File: config.mk
export PLATFORM = sky130hd
export DESIGN_NAME = song_player_flat
export DESIGN_NICKNAME = d
export VERILOG_FILES = /design/src/rtl/piano_pkg.sv /design/src/rtl/song_player_if.sv /design/src/rtl/tone_gen.sv /design/src/rtl/song_player.sv /design/src/flat_wrapper.sv
export SDC_FILE = /design/constraint.sdc
export NUM_CORES = 1
export LEC_CHECK = 0
export ABC_AREA = 0
export CAP_MARGIN = 20
export CORE_ASPECT_RATIO = 0.7
export CORE_UTILIZATION = 49
export CTS_CLUSTER_SIZE = 30
export DETAILED_ROUTE_END_ITERATION = 12
export HOLD_SLACK_MARGIN = 0.05
export MAX_ROUTING_LAYER = met4
export PLACE_DENSITY_LB_ADDON = 0.25
export SLEW_MARGIN = 20
export SYNTH_ARGS = -nofsm -noshare
export SYNTH_HDL_FRONTEND = slang
export SYNTH_SLANG_ARGS = --single-unit
export TNS_END_PERCENT = 10
File: constraint.sdc
create_clock -name clock -period 4 [get_ports clock]
set_input_delay 0.8 -clock clock [delete_from_list [all_inputs] [get_ports clock]]
set_output_delay 0.8 -clock clock [all_outputs]
set_load 0.03 [all_outputs]
File: src/rtl/piano_pkg.sv
// Shared definitions for the piano recorder/player: key codes, the 28-bit
// note record layout, default timing constants and the key-to-LED decode.
package piano_pkg;

  typedef enum logic [1:0] {
    KEY_NONE = 2'b00,
    KEY_DO   = 2'b01,
    KEY_RE   = 2'b10,
    KEY_MI   = 2'b11
  } key_e;

  // Note record {key[1:0], start_time[12:0], duration[12:0]}
  localparam int unsigned REC_W     = 28;
  localparam int unsigned KEY_MSB   = 27;
  localparam int unsigned KEY_LSB   = 26;
  localparam int unsigned START_MSB = 25;
  localparam int unsigned START_LSB = 13;
  localparam int unsigned DUR_MSB   = 12;
  localparam int unsigned DUR_LSB   = 0;

  typedef struct packed {
    logic [KEY_MSB-KEY_LSB:0]     key;
    logic [START_MSB-START_LSB:0] start_time;
    logic [DUR_MSB-DUR_LSB:0]     duration;
  } note_rec_t;

  // Defaults for a 50 MHz clock
  localparam int unsigned DEF_TICK_DIV = 500000;
  localparam int unsigned DEF_DO_HALF  = 95556;
  localparam int unsigned DEF_RE_HALF  = 85131;
  localparam int unsigned DEF_MI_HALF  = 75843;
  localparam int unsigned HALF_W       = 17;

  // One-hot active-low held-note levels: [2]=do, [1]=re, [0]=mi
  function automatic logic [2:0] key_to_n(key_e k);
    logic [2:0] n;
    case (k)
      KEY_DO:  n = 3'b011;
      KEY_RE:  n = 3'b101;
      KEY_MI:  n = 3'b110;
      default: n = 3'b111;
    endcase
    return n;
  endfunction

endpackage

File: src/rtl/song_player_if.sv
// Song RAM read port. master = player (drives rd_addr), slave = RAM
// (returns rd_data one cycle after sampling rd_addr).
interface song_player_if #(
  parameter int unsigned ADDR_W = 13
);
  import piano_pkg::*;

  logic [ADDR_W-1:0] rd_addr;
  logic [REC_W-1:0]  rd_data;

  modport master (output rd_addr, input rd_data);
  modport slave  (input rd_addr, output rd_data);

endinterface

File: src/rtl/tone_gen.sv
// Square-wave tone for the held note.
// Ports: clock, resetn (async active-low), cur_key (key that will be held
// from the next edge on), speaker (registered square wave, 0 when silent).
module tone_gen
  import piano_pkg::*;
#(
  parameter int unsigned DO_HALF = DEF_DO_HALF,
  parameter int unsigned RE_HALF = DEF_RE_HALF,
  parameter int unsigned MI_HALF = DEF_MI_HALF
) (
  input  logic clock,
  input  logic resetn,
  input  key_e cur_key,
  output logic speaker
);

  key_e              key_q;
  logic [HALF_W-1:0] cnt_q, cnt_d;
  logic              speaker_q, speaker_d;
  logic [HALF_W-1:0] half_m1;

  // Terminal count for the current key
  always_comb begin
    case (cur_key)
      KEY_DO:  half_m1 = HALF_W'(DO_HALF - 1);
      KEY_RE:  half_m1 = HALF_W'(RE_HALF - 1);
      KEY_MI:  half_m1 = HALF_W'(MI_HALF - 1);
      default: half_m1 = '0;
    endcase
  end

  // A key change restarts the waveform from a low phase
  always_comb begin
    cnt_d     = cnt_q + 1'b1;
    speaker_d = speaker_q;
    if ((cur_key != key_q) || (cur_key == KEY_NONE)) begin
      cnt_d     = '0;
      speaker_d = 1'b0;
    end else if (cnt_q == half_m1) begin
      cnt_d     = '0;
      speaker_d = ~speaker_q;
    end
  end

  always_ff @(posedge clock or negedge resetn) begin
    if (!resetn) begin
      key_q     <= KEY_NONE;
      cnt_q     <= '0;
      speaker_q <= 1'b0;
    end else begin
      key_q     <= cur_key;
      cnt_q     <= cnt_d;
      speaker_q <= speaker_d;
    end
  end

  assign speaker = speaker_q;

endmodule

File: src/rtl/song_player.sv
// Song playback engine: steps the RAM address once per tick, latches the
// stored key code and regenerates key levels, a note-start pulse and a tone.
// Ports: clock, resetn (async active-low), play_en (level, rising edge
// restarts from address 0), ram (RAM read port), key_n (active-low held
// note), cur_key, note_start (pulse), speaker, busy, done.
module song_player
  import piano_pkg::*;
#(
  parameter int unsigned TICK_DIV = DEF_TICK_DIV,
  parameter int unsigned ADDR_W   = 13,
  parameter int unsigned DO_HALF  = DEF_DO_HALF,
  parameter int unsigned RE_HALF  = DEF_RE_HALF,
  parameter int unsigned MI_HALF  = DEF_MI_HALF
) (
  input  logic                 clock,
  input  logic                 resetn,
  input  logic                 play_en,
  song_player_if.master        ram,
  output logic [2:0]           key_n,
  output logic [1:0]           cur_key,
  output logic                 note_start,
  output logic                 speaker,
  output logic                 busy,
  output logic                 done
);

  localparam int unsigned TICK_W = (TICK_DIV > 2) ? $clog2(TICK_DIV) : 1;
  localparam logic [ADDR_W-1:0] LAST_ADDR = '1;

  typedef enum logic [2:0] {S_IDLE, S_FETCH, S_LATCH, S_WAIT, S_DONE} state_e;

  state_e            state_q, state_d;
  logic              play_en_d_q;
  logic [ADDR_W-1:0] rd_addr_q, rd_addr_d;
  logic [TICK_W-1:0] tick_cnt_q, tick_cnt_d;
  key_e              cur_key_q, cur_key_d;
  logic [2:0]        key_n_q, key_n_d;
  logic              note_start_q, note_start_d;
  logic              busy_q, busy_d;
  logic              done_q, done_d;

  note_rec_t                  rec;
  logic [START_MSB-DUR_LSB:0] unused_fields;

  assign rec           = note_rec_t'(ram.rd_data);
  assign unused_fields = {rec.start_time, rec.duration};

  // Next state and registered outputs
  always_comb begin
    state_d      = state_q;
    rd_addr_d    = rd_addr_q;
    tick_cnt_d   = tick_cnt_q;
    cur_key_d    = cur_key_q;
    note_start_d = 1'b0;

    unique case (state_q)
      S_IDLE: begin
        if (play_en && !play_en_d_q) begin
          rd_addr_d  = '0;
          tick_cnt_d = '0;
          state_d    = S_FETCH;
        end
      end
      S_FETCH: begin
        tick_cnt_d = tick_cnt_q + 1'b1;
        state_d    = S_LATCH;
      end
      S_LATCH: begin
        tick_cnt_d   = tick_cnt_q + 1'b1;
        cur_key_d    = key_e'(rec.key);
        note_start_d = (cur_key_d != KEY_NONE) && (cur_key_d != cur_key_q);
        state_d      = S_WAIT;
      end
      S_WAIT: begin
        if (tick_cnt_q == TICK_W'(TICK_DIV - 1)) begin
          if (rd_addr_q != LAST_ADDR) begin
            tick_cnt_d = '0;
            rd_addr_d  = rd_addr_q + 1'b1;
            state_d    = S_FETCH;
          end else begin
            cur_key_d = KEY_NONE;
            state_d   = S_DONE;
          end
        end else begin
          tick_cnt_d = tick_cnt_q + 1'b1;
        end
      end
      S_DONE: begin
        cur_key_d = KEY_NONE;
      end
      default: state_d = S_IDLE;
    endcase

    // Stop wins over everything; the address is kept for inspection
    if (!play_en && (state_q != S_IDLE)) begin
      state_d      = S_IDLE;
      rd_addr_d    = rd_addr_q;
      tick_cnt_d   = tick_cnt_q;
      cur_key_d    = KEY_NONE;
      note_start_d = 1'b0;
    end

    key_n_d = key_to_n(cur_key_d);
    busy_d  = (state_d == S_FETCH) || (state_d == S_LATCH) || (state_d == S_WAIT);
    done_d  = (state_d == S_DONE);
  end

  always_ff @(posedge clock or negedge resetn) begin
    if (!resetn) begin
      state_q      <= S_IDLE;
      play_en_d_q  <= 1'b0;
      rd_addr_q    <= '0;
      tick_cnt_q   <= '0;
      cur_key_q    <= KEY_NONE;
      key_n_q      <= 3'b111;
      note_start_q <= 1'b0;
      busy_q       <= 1'b0;
      done_q       <= 1'b0;
    end else begin
      state_q      <= state_d;
      play_en_d_q  <= play_en;
      rd_addr_q    <= rd_addr_d;
      tick_cnt_q   <= tick_cnt_d;
      cur_key_q    <= cur_key_d;
      key_n_q      <= key_n_d;
      note_start_q <= note_start_d;
      busy_q       <= busy_d;
      done_q       <= done_d;
    end
  end

  // Fed the next-cycle key so the tone restarts on the same edge as key_n
  tone_gen #(
    .DO_HALF (DO_HALF),
    .RE_HALF (RE_HALF),
    .MI_HALF (MI_HALF)
  ) u_tone (
    .clock   (clock),
    .resetn  (resetn),
    .cur_key (cur_key_d),
    .speaker (speaker)
  );

  assign ram.rd_addr = rd_addr_q;
  assign key_n       = key_n_q;
  assign cur_key     = cur_key_q;
  assign note_start  = note_start_q;
  assign busy        = busy_q;
  assign done        = done_q;

endmodule

File: src/flat_wrapper.sv
// flat-port wrapper written by rule: the top's interface ports become plain ports
module song_player_flat import piano_pkg::*;
#(
  parameter int unsigned TICK_DIV = DEF_TICK_DIV,
  parameter int unsigned ADDR_W   = 13,
  parameter int unsigned DO_HALF  = DEF_DO_HALF,
  parameter int unsigned RE_HALF  = DEF_RE_HALF,
  parameter int unsigned MI_HALF  = DEF_MI_HALF
)
  (clock, resetn, play_en, key_n, cur_key, note_start, speaker, busy, done, ram_rd_addr, ram_rd_data);
  song_player_if #(.ADDR_W(ADDR_W)) ram_i ();
  input  logic clock;
  input  logic resetn;
  input  logic play_en;
  output logic [2:0] key_n;
  output logic [1:0] cur_key;
  output logic note_start;
  output logic speaker;
  output logic busy;
  output logic done;
  output wire logic [$bits(ram_i.rd_addr)-1:0] ram_rd_addr;
  input wire logic [$bits(ram_i.rd_data)-1:0] ram_rd_data;
  assign ram_rd_addr = ram_i.rd_addr;
  assign ram_i.rd_data = ram_rd_data;
  song_player #(.TICK_DIV(TICK_DIV), .ADDR_W(ADDR_W), .DO_HALF(DO_HALF), .RE_HALF(RE_HALF), .MI_HALF(MI_HALF)) u_core (.clock(clock), .resetn(resetn), .play_en(play_en), .ram(ram_i), .key_n(key_n), .cur_key(cur_key), .note_start(note_start), .speaker(speaker), .busy(busy), .done(done));
endmodule
==> results of run 1 <==
-- Yosys cell counts (all sizes together) (7+ instances only) --
cell type	instances
a21oi	16
and3	8
clkbuf	8
dfrtp	59
ha	10
inv	19
nand2	30
nand3	24
nand4	14
nor2	36
nor3	7
nor4	7
o21a	7
o31ai	9
or4	9
xnor2	15
xor2	11
-- worst max-delay path by stage --
| stage | slack (ps) | depth (start not counted) | from | to |
|---|---|---|---|---|
| after floorplan | 10 | 13 | u_core.tick_cnt_q[9] | u_core.u_tone.cnt_q[10] |
| after global placement | 10 | 13 | u_core.tick_cnt_q[9] | u_core.u_tone.cnt_q[14] |
| after detailed placement | -50 | 13 | u_core.tick_cnt_q[9] | u_core.u_tone.cnt_q[12] |
| after CTS | 50 | 13 | u_core.tick_cnt_q[9] | u_core.u_tone.cnt_q[12] |
| after global routing | -30 | 14 | play_en | u_core.u_tone.cnt_q[0] |
| final | 60 | 13 | u_core.tick_cnt_q[9] | u_core.u_tone.cnt_q[11] |
-- kinds of logic after synthesis --
group / share of synthesized area, %
and+or+nand+nor: 25.10
AOI/OAI and AO/OA: 14.86
DFF: 44.83
xor gates and xnor gates: 6.563
muxes: 0.8655
buffers and inverters: 4.183
adders and majority gates: 3.606
-- state kept, by name (all words and copies together), names as in the netlist --
name                   flops
u_core.tick_cnt_q         19
u_core.u_tone.cnt_q       17
u_core.ram.rd_addr        13
u_core.key_n               3
u_core.state_q             3
u_core.cur_key             2
u_core.busy                1
u_core.done                1
u_core.note_start          1
u_core.play_en_d_q         1
u_core.u_tone.speaker      1
-- metal layers --
| metal | share of wire, % | up-vias | global-route usage (%) |
|---|---|---|---|
| met1 | 48 | 1441 | 33.37 |
| met4 | 0.97 | 0 | 7.143 |
| li1 | - | 1442 | - |
| met5 | 0 | - | - |
| met3 | 6.5 | 7 | 6.455 |
| met2 | 44 | 94 | 35.41 |
-- timing repair --
item                                    4_1_cts  5_1_grt
gates cloned                                  0        1
pin swaps                                     4        8
endpoints found under the setup margin       16       16
resized for setup                             2        6
buffers inserted                              2        4
-- stage by stage --
step / total power (W) / util [%] / hold slack (ps) / instance area, um2
after global placement: 0.0008955 / 57.71 / 482.9 / 3918
after floorplan: 0.0008173 / - / 450.8 / 3471
final: 0.001557 / 62.75 / 520.4 / 4259
after detailed placement: 0.0009003 / 57.71 / 495.6 / 3918
after CTS: 0.001548 / 61.55 / 512.0 / 4178
after global routing: 0.001624 / 62.75 / 533.8 / 4259
-- power groups by stage --
stage	Sequential (W)	Clock, W	Combinational, W
after floorplan	0.000695	0	0.000123
after global placement	0.000687	0	0.000209
after detailed placement	0.000688	0	0.000213
after CTS	0.000676	0.000654	0.000218
after global routing	0.000681	0.000685	0.000258
final	0.000678	0.000643	0.000235
-- layout make-up --
cell class | instances | area, um2 | share of cell area, %
Clock buffer | 13 | 168.9 | 3.966
Timing Repair Buffer | 51 | 473.0 | 11.10
Multi-Input combinational cell | 272 | 1808 | 42.45
Inverter | 19 | 71.32 | 1.675
Sequential cell | 62 | 1555 | 36.52
Tap cell | 94 | 117.6 | 2.761
Clock inverter | 3 | 65.06 | 1.528
==> report_table.html, run 1 <==
<table>
<tr><th>Metric</th><th>Value</th></tr>
<tr><th colspan="2">Run status</th></tr>
<tr><td>Run status</td><td>complete, no violations</td></tr>
<tr><th colspan="2">Pwr</th></tr>
<tr><td>Internal cell power</td><td>0.001154 W</td></tr>
<tr><td>Static Leakage</td><td>1.815 nW</td></tr>
<tr><td>Switching share of total power</td><td>25.85%</td></tr>
<tr><td>Register share of total power</td><td>a little over two fifths</td></tr>
<tr><td>Combinational share of power</td><td>between 10% and 20%</td></tr>
<tr><td>VDD IR-drop max</td><td>0.1713 mV</td></tr>
<tr><td>Pwr/cell area</td><td>roughly 370 nW/um2</td></tr>
<tr><td>Part of the power in the clock network</td><td>about two fifths</td></tr>
<tr><td>Sw Pwr</td><td>around 0.00040 W</td></tr>
<tr><th colspan="2">Route</th></tr>
<tr><td>Mean number of vias per cell</td><td>roughly 5.8</td></tr>
<tr><td>Remaining antenna violation count after routing</td><td>0</td></tr>
<tr><td>Count of routing violations after the opening detailed-route iteration</td><td>200</td></tr>
<tr><td>Via count of the routed design</td><td>approximately 3.0k</td></tr>
<tr><td>Remaining design rule violation count</td><td>0</td></tr>
<tr><td>Detailed-router iteration count before antenna repair</td><td>4</td></tr>
<tr><td>Total detailed-routing wirelength</td><td>about 8100 um</td></tr>
<tr><td>DR WL/cell</td><td>15.82 um</td></tr>
<tr><th colspan="2">Logic synthesis</th></tr>
<tr><td>Fraction of registers with async set/reset</td><td>between 90% and 100%</td></tr>
<tr><td>Post-Synthesis Mean Instance Area</td><td>around 9.5 um2</td></tr>
<tr><td>Register bit count reported by yosys</td><td>62</td></tr>
<tr><td>Unique cell type count in the Yosys netlist</td><td>56</td></tr>
<tr><td>Sequential fraction of the synthesis area</td><td>about 45%</td></tr>
<tr><td>Gate count after technology mapping</td><td>approximately 370</td></tr>
<tr><td>Most used flip-flop cell after synthesis</td><td>dfrtp_1</td></tr>
<tr><td>Number of enable-type register cells in the synthesized netlist</td><td>0</td></tr>
<tr><td>Post-synth design cell area</td><td>around 3500 um2</td></tr>
<tr><td>Top post-synthesis cells by area</td><td>dfrtp_1 (43%), nor2_1 (3.9%), xnor2_1 (3.8%)</td></tr>
<tr><td>Yosys warning total</td><td>0</td></tr>
<tr><td>Syn Nets</td><td>slightly above 400</td></tr>
<tr><td>Synth area leader</td><td>dfrtp_1</td></tr>
<tr><td>Share of Yosys cell area claimed by the top area cell type</td><td>42.55%</td></tr>
<tr><th colspan="2">Clock network</th></tr>
<tr><td>CTS tree</td><td>yes</td></tr>
<tr><td>Buffer depth of the longest clock path</td><td>2</td></tr>
<tr><td>CTS H-tree lvls</td><td>3</td></tr>
<tr><td>Clock-pin slew on the worst setup and hold paths</td><td>roughly 70 ps</td></tr>
<tr><td>Clock latency of the later-clocked register in the worst-skew pair</td><td>~350 ps</td></tr>
<tr><td>CTS Sinks</td><td>62</td></tr>
<tr><td>CTS buffer count</td><td>9</td></tr>
<tr><td>Root cell of the clock tree</td><td>clkbuf_8</td></tr>
<tr><td>Hold_buf cts</td><td>0</td></tr>
<tr><th colspan="2">STA</th></tr>
<tr><td>Final sum of negative setup slack</td><td>0 ps</td></tr>
<tr><td>Final worst-path cycle share</td><td>between 90 and 100%</td></tr>
<tr><td>Maximum frequency from static timing analysis</td><td>between 0.2 and 0.3 GHz</td></tr>
<tr><td>Number of max-slew violations in the final report</td><td>0</td></tr>
<tr><td>Tmin final</td><td>3937 ps</td></tr>
<tr><td>Post-Route Skew</td><td>approximately 10 ps</td></tr>
<tr><td>Slew of the pin with the lowest slew margin</td><td>between 900 and 1000 ps</td></tr>
<tr><td>Final critical-path setup slack</td><td>around 63 ps</td></tr>
<tr><td>Final setup vio count</td><td>0</td></tr>
<tr><td>Total count of hold-check failures in the final report</td><td>0</td></tr>
<tr><td>Worst slew slack as a fraction of its limit</td><td>between 30% and 40%</td></tr>
<tr><th colspan="2">GRT</th></tr>
<tr><td>Via count of the first global-routing pass</td><td>about 2.8k</td></tr>
<tr><td>Largest net degree at the start of global routing</td><td>37</td></tr>
<tr><td>Wire length of the first global-routing pass</td><td>between 10000 and 15000 um</td></tr>
<tr><td>Remaining global-route overflow</td><td>0</td></tr>
<tr><td>Initial antenna violation count</td><td>0</td></tr>
<tr><td>Global Route Usage Sum</td><td>24.36%</td></tr>
<tr><th colspan="2">Hold path</th></tr>
<tr><td>Min-delay src</td><td>u_core.tick_cnt_q[18]</td></tr>
<tr><td>Type of the tightest min-delay check</td><td>flip-flop to flip-flop</td></tr>
<tr><td>Depth of the worst hold-timing path</td><td>1</td></tr>
<tr><td>Worst min-delay path endpoint</td><td>u_core.tick_cnt_q[18]</td></tr>
<tr><th colspan="2">Worst setup path</th></tr>
<tr><td>Top fanout value on the critical path</td><td>8</td></tr>
<tr><td>R2R setup slack</td><td>between 60 and 70 ps</td></tr>
<tr><td>Most used cell, CP</td><td>or4_4</td></tr>
<tr><td>R2r worst-path depth</td><td>13</td></tr>
<tr><td>Endpoint of the most critical register-to-register path</td><td>u_core.u_tone.cnt_q[11]</td></tr>
<tr><td>Crit start category</td><td>flip-flop</td></tr>
<tr><td>Crit path arrival time</td><td>4170 ps</td></tr>
<tr><td>Crit path kind</td><td>flip-flop to flip-flop</td></tr>
<tr><td>Startpoint of the lowest-slack register-to-register path</td><td>u_core.tick_cnt_q[9]</td></tr>
<tr><td>Worst Path Buf+Inv</td><td>2</td></tr>
<tr><td>Worst-path cell with the longest stage delay</td><td>or4_4</td></tr>
<tr><td>Top cell family by delay on the critical path</td><td>simple AND/OR/NAND/NOR gates</td></tr>
<tr><td>Element type at the critical path end</td><td>flip-flop</td></tr>
<tr><td>Largest stage delay, worst path</td><td>between 600 and 700 ps</td></tr>
<tr><td>Sequence of cells on the critical path</td><td>or4_4 &gt; or4_4 &gt; nor3_4 &gt; o21a_2 &gt; inv_2 &gt; ha_2 &gt; or4_1 &gt; a222oi_1 &gt; and3_1 &gt; nand3_1 &gt; o211ai_2 &gt; clkbuf_16 &gt; nor2_1</td></tr>
<tr><td>Req. time, crit path</td><td>4230 ps</td></tr>
<tr><th colspan="2">Cells and area</th></tr>
<tr><td>Leading cell types in the layout, fill and taps excluded</td><td>dfrtp_1 (59), nor2_1 (36), nand2_1 (30)</td></tr>
<tr><td># nets final</td><td>456</td></tr>
<tr><td>Diode count</td><td>0</td></tr>
<tr><td>Final Instance Count excl. Fillers</td><td>approximately 510</td></tr>
<tr><td>Count of fill cells added during filler insertion</td><td>576</td></tr>
<tr><td>Proportion of layout cells with a drive suffix above 1</td><td>around 14%</td></tr>
<tr><td>Most common library cell in the layout ignoring fill and taps</td><td>dfrtp_1</td></tr>
<tr><td>Area growth syn-to-layout</td><td>22.75%</td></tr>
<tr><th colspan="2">Floorplan</th></tr>
<tr><td>Site Rows</td><td>25</td></tr>
<tr><td>I/O pins</td><td>between 50 and 60</td></tr>
<tr><td>Floorplan die width</td><td>about 100 um</td></tr>
<tr><td>Die area</td><td>between 7000 and 8000 um2</td></tr>
<tr><td>Core Area</td><td>slightly below 7000 um2</td></tr>
<tr><td>Effective utilization at floorplan</td><td>between 50% and 60%</td></tr>
<tr><td>Die Y-Extent</td><td>between 70 and 80 um</td></tr>
<tr><th colspan="2">Run</th></tr>
<tr><td>MaxCap Viol Count</td><td>0</td></tr>
<tr><th colspan="2">Place</th></tr>
<tr><td>Placement Setup Slack</td><td>-46.07 ps</td></tr>
<tr><td>Half-perimeter wire length after placement</td><td>~5600 um</td></tr>
<tr><td>IO buf count</td><td>26</td></tr>
<tr><td>RePlAce Congestion</td><td>0.8187</td></tr>
<tr><td>Cell Count Post-Placement</td><td>491</td></tr>
</table>
Power figures use the tool's default switching activity.
==> inputs of run 2 (changes only) <==
--- a/config.mk
+++ b/config.mk
@@ -8,7 +8,8 @@
 export ABC_AREA = 0
 export CAP_MARGIN = 20
 export CORE_ASPECT_RATIO = 0.7
-export CORE_UTILIZATION = 49
+export CORE_MARGIN = 5
+export CORE_UTILIZATION = 30
 export CTS_CLUSTER_SIZE = 30
 export DETAILED_ROUTE_END_ITERATION = 12
 export HOLD_SLACK_MARGIN = 0.05
@@ -17,5 +18,6 @@
 export SLEW_MARGIN = 20
 export SYNTH_ARGS = -nofsm -noshare
 export SYNTH_HDL_FRONTEND = slang
+export SYNTH_HIERARCHICAL = 1
 export SYNTH_SLANG_ARGS = --single-unit
 export TNS_END_PERCENT = 10
==> report_table.html, run 2 <==
<table>
<tr><th>Metric</th><th>Value</th></tr>
<tr><th colspan="2">Run status</th></tr>
<tr><td>Run status</td><td>complete, no violations</td></tr>
<tr><th colspan="2">Worst setup path</th></tr>
<tr><td>Element type at the critical path end</td><td>flip-flop</td></tr>
<tr><td>Crit path arrival time</td><td>4020 ps (-150 ps)</td></tr>
<tr><td>Most used cell, CP</td><td>buf_4</td></tr>
<tr><td>Sequence of cells on the critical path</td><td>ha_2 &gt; nand3_1 &gt; or4b_4 &gt; o311ai_4 &gt; nand2_1 &gt; a21o_1 &gt; buf_4 &gt; ha_1 &gt; xnor2_1 &gt; nand4_1 &gt; nor4_4 &gt; buf_4 &gt; mux2_4</td></tr>
<tr><td>Crit start category</td><td>flip-flop</td></tr>
<tr><td>Req. time, crit path</td><td>4210 ps (-20 ps)</td></tr>
<tr><td>Largest stage delay, worst path</td><td>570 ps (-40 ps)</td></tr>
<tr><td>Top fanout value on the critical path</td><td>6 (-2)</td></tr>
<tr><td>Crit path kind</td><td>flip-flop to flip-flop</td></tr>
<tr><td>Worst-path cell with the longest stage delay</td><td>or4b_4</td></tr>
<tr><th colspan="2">Logic synthesis</th></tr>
<tr><td>Synth area leader</td><td>dfrtp_1</td></tr>
<tr><td>Top cell types by occurrence after synthesis</td><td>dfrtp_1 (61), nand2_1 (32), nand3_1 (25)</td></tr>
<tr><td>Unique cell type count in the Yosys netlist</td><td>67 (+20%)</td></tr>
<tr><td>Post-synth design cell area</td><td>3641 um2 (+4.9%)</td></tr>
<tr><td>Post-Synthesis Mean Instance Area</td><td>9.556 um2 (+0.81%)</td></tr>
<tr><td>Yosys warning total</td><td>6 (+6)</td></tr>
<tr><td>Share of Yosys cell area claimed by the top area cell type</td><td>41.92% (-0.63 points)</td></tr>
<tr><td>Number of enable-type register cells in the synthesized netlist</td><td>0 (unchanged)</td></tr>
<tr><td>Syn Nets</td><td>419 (+2.9%)</td></tr>
<tr><td>Gate count after technology mapping</td><td>381 (+4.1%)</td></tr>
<tr><td>Most used flip-flop cell after synthesis</td><td>dfrtp_1</td></tr>
<tr><td>Most common cell in the synthesized netlist</td><td>dfrtp_1</td></tr>
<tr><td>Top post-synthesis cells by area</td><td>dfrtp_1 (42%), nand3_1 (3.4%), nand2_1 (3.3%)</td></tr>
<tr><td>Sequential fraction of the synthesis area</td><td>44.09% (-0.74 points)</td></tr>
<tr><td>Fraction of registers with async set/reset</td><td>100.0% (unchanged)</td></tr>
<tr><td>Register bit count reported by yosys</td><td>64 (+3.2%)</td></tr>
<tr><th colspan="2">Floorplan</th></tr>
<tr><td>I/O pins</td><td>53 (unchanged)</td></tr>
<tr><td>Die area</td><td>14470 um2 (+95%)</td></tr>
<tr><td>Floorplan die width</td><td>141.7 um (+38%)</td></tr>
<tr><td>Core Area</td><td>11810 um2 (+74%)</td></tr>
<tr><td>Site Rows</td><td>33 (+32%)</td></tr>
<tr><td>Die Y-Extent</td><td>102.2 um (+41%)</td></tr>
<tr><td>Effective utilization at floorplan</td><td>30.83% (-20 points)</td></tr>
<tr><th colspan="2">Cells and area</th></tr>
<tr><td>Register Area</td><td>1605 um2 (+3.2%)</td></tr>
<tr><td>Count of fill cells added during filler insertion</td><td>1191 (+110%)</td></tr>
<tr><td>Diode count</td><td>0 (unchanged)</td></tr>
<tr><td>Area growth syn-to-layout</td><td>20.38%</td></tr>
<tr><td>Most flops, register</td><td>u_core/tick_cnt_q</td></tr>
<tr><td>Leading cell types in the layout, fill and taps excluded</td><td>dfrtp_1 (61), nand2_1 (32), clkdlybuf4s50_1 (25), nand3_1 (25), nor3_1 (21)</td></tr>
<tr><td>Proportion of layout cells with a drive suffix above 1</td><td>14.66% (+0.37 points)</td></tr>
<tr><td>Most common library cell in the layout ignoring fill and taps</td><td>dfrtp_1</td></tr>
<tr><td>Area taken by multi-input logic gates</td><td>1864 um2 (+3.1%)</td></tr>
<tr><td>Max FFs per register</td><td>19 (unchanged)</td></tr>
<tr><td># nets final</td><td>456 (unchanged)</td></tr>
<tr><th colspan="2">Clock network</th></tr>
<tr><td>Root cell of the clock tree</td><td>clkbuf_16</td></tr>
<tr><td>CTS tree</td><td>yes</td></tr>
<tr><td>Clock latency of the later-clocked register in the worst-skew pair</td><td>320 ps (-30 ps)</td></tr>
<tr><td>CTS Sinks</td><td>64 (+3.2%)</td></tr>
<tr><td>CTS H-tree lvls</td><td>3 (unchanged)</td></tr>
<tr><td>CTS buffer count</td><td>9 (unchanged)</td></tr>
<tr><td>Buffer depth of the longest clock path</td><td>2 (unchanged)</td></tr>
<tr><td>Clock-pin slew on the worst setup and hold paths</td><td>50 ps (-20 ps)</td></tr>
<tr><td>Hold_buf cts</td><td>0 (unchanged)</td></tr>
<tr><th colspan="2">STA</th></tr>
<tr><td>RSZ-0062 raised after global routing</td><td>no</td></tr>
<tr><td>Final sum of negative setup slack</td><td>0 ps (unchanged)</td></tr>
<tr><td>Final setup vio count</td><td>0 (unchanged)</td></tr>
<tr><td>Maximum frequency from static timing analysis</td><td>0.2620 GHz (+3.2%)</td></tr>
<tr><td>Number of max-slew violations in the final report</td><td>0 (unchanged)</td></tr>
<tr><td>Total count of hold-check failures in the final report</td><td>0 (unchanged)</td></tr>
<tr><td>Final worst-path cycle share</td><td>95.41% (-3.0 points)</td></tr>
<tr><td>Slew of the pin with the lowest slew margin</td><td>771.2 ps (-156.5 ps)</td></tr>
<tr><td>Tmin final</td><td>3816 ps (-120.4 ps)</td></tr>
<tr><td>Post-Route Skew</td><td>5.730 ps (-4.531 ps)</td></tr>
<tr><td>Worst slew slack as a fraction of its limit</td><td>48.59% (+11 points)</td></tr>
<tr><th colspan="2">Place</th></tr>
<tr><td>RePlAce Congestion</td><td>0.9242 (+13%)</td></tr>
<tr><td>IO buf count</td><td>26 (unchanged)</td></tr>
<tr><td>Half-perimeter wire length after placement</td><td>5955 um (+7.0%)</td></tr>
<tr><th colspan="2">Route</th></tr>
<tr><td>DR WL/cell</td><td>14.77 um (-6.6%)</td></tr>
<tr><td>Via count of the routed design</td><td>3059 (+2.5%)</td></tr>
<tr><td>Count of routing violations after the opening detailed-route iteration</td><td>214 (+7.0%)</td></tr>
<tr><td>Remaining design rule violation count</td><td>0 (unchanged)</td></tr>
<tr><td>Remaining antenna violation count after routing</td><td>0 (unchanged)</td></tr>
<tr><td>Detailed-router iteration count before antenna repair</td><td>5 (+1)</td></tr>
<tr><td>Total detailed-routing wirelength</td><td>8569 um (+5.4%)</td></tr>
<tr><td>Mean number of vias per cell</td><td>5.274 (-9.2%)</td></tr>
<tr><th colspan="2">GRT</th></tr>
<tr><td>Wire length of the first global-routing pass</td><td>14520 um (+8.7%)</td></tr>
<tr><td>Largest net degree at the start of global routing</td><td>36 (-2.7%)</td></tr>
<tr><td>Remaining global-route overflow</td><td>0 (unchanged)</td></tr>
<tr><td>Via count of the first global-routing pass</td><td>2777 (-0.82%)</td></tr>
<tr><td>Global Route Usage Sum</td><td>12.97% (-11 points)</td></tr>
<tr><td>Initial antenna violation count</td><td>0 (unchanged)</td></tr>
<tr><th colspan="2">Pwr</th></tr>
<tr><td>Static Leakage</td><td>1.751 nW (-3.5%)</td></tr>
<tr><td>Total Power Consumption</td><td>0.001646 W (+5.7%)</td></tr>
<tr><td>Pwr/cell area</td><td>375.5 nW/um2 (+2.7%)</td></tr>
<tr><td>VDD IR-drop max</td><td>0.1800 mV (+5.0%)</td></tr>
<tr><th colspan="2">Hold path</th></tr>
<tr><td>Type of the tightest min-delay check</td><td>flip-flop to flip-flop</td></tr>
<tr><th colspan="2">Run</th></tr>
<tr><td>MaxCap Viol Count</td><td>0 (unchanged)</td></tr>
</table>
[run 2: cell count changes in the layout (fill, tap and decap cells not counted), sizes merged, moves of 4 or more]
cell	delta
nor4	-4
o21ai	+15
a21oi	+4
a211oi	+7
and4	+4
buf	-8
o21a	-6
nor2	-23
nor3	+15
nor2b	+4
a31oi	+15
xnor2	-7
[run 2: critical path: cells and delay by family, from the launching register on]
family	cells	cell delay [ps]
compound gates	2	640
buf+inv	2	350
simple gates	5	1370
xor+xnor	1	150
flops	1	410
mux	1	290
fa+ha+maj	2	480
[run 2: cell families after synthesis]
group	count (synthesis)	synth area share (%)
simple gates	163	26.53
compound gates	92	17.18
flops	64	44.09
buf+inv	36	5.051
xor+xnor	18	4.330
fa+ha+maj	7	2.405
mux	1	0.4123
[run 2: final timing paths]
path | start | endpoint | slack, ps | depth (start not counted)
worst min register to register | u_core/tick_cnt_q[18] | u_core/tick_cnt_q[18] | 500 | 1
max in group asynchronous | resetn | u_core/state_q[1] | 2500 | 2
worst max register to register | u_core/ram.rd_addr[1] | u_core/u_tone/speaker | 180 | 13
min in group asynchronous | resetn | u_core/tick_cnt_q[7] | 560 | 1
worst max-delay path | u_core/ram.rd_addr[1] | u_core/u_tone/speaker | 180 | 13
worst min-delay path | u_core/tick_cnt_q[18] | u_core/tick_cnt_q[18] | 500 | 1
[run 2: what timing repair did]
| action | 4_1_cts | 5_1_grt |
|---|---|---|
| resized for setup | 0 | 2 |
| endpoints found under the setup margin | 0 | 16 |
| buffers inserted | 0 | 1 |
[run 2: cell type report]
| type | count | area share, % |
|---|---|---|
| Clock buffer | 12 | 5.624 |
| Sequential cell | 64 | 36.63 |
| Timing Repair Buffer | 42 | 8.564 |
| Inverter | 20 | 1.713 |
| Tap cell | 157 | 4.482 |
| Multi-Input combinational cell | 281 | 42.54 |
| Clock inverter | 4 | 0.4568 |
[run 2: layer usage]
metal  up-vias  track usage (%)  routed length [um]
li1       1495                -                   -
met1      1470            19.34                4652
met2        81            16.72                3313
met3        13            3.648                 474
met4         0            3.909                 128
met5         -                -                   0
[run 2: metrics by stage]
step | utilization (%) | instance area (um2) | instances | worst slack, ps | hold slack, ps
floorplan | - | 3641 | 381 | 300.0 | 466.5
global placement | 34.69 | 4096 | 563 | 190.3 | 490.0
detailed placement | 34.69 | 4096 | 563 | 155.2 | 496.0
CTS | 36.95 | 4363 | 579 | 126.5 | 503.2
global route | 37.12 | 4383 | 580 | 30.68 | 564.2
finish | 37.12 | 4383 | 580 | 183.7 | 502.7
[run 2: power by group]
group / switching, W / internal, W
combinational: 0.000135 / 0.0000784
sequential: 0.0000430 / 0.000683
clock: 0.000274 / 0.000432
total: 0.000453 / 0.00119
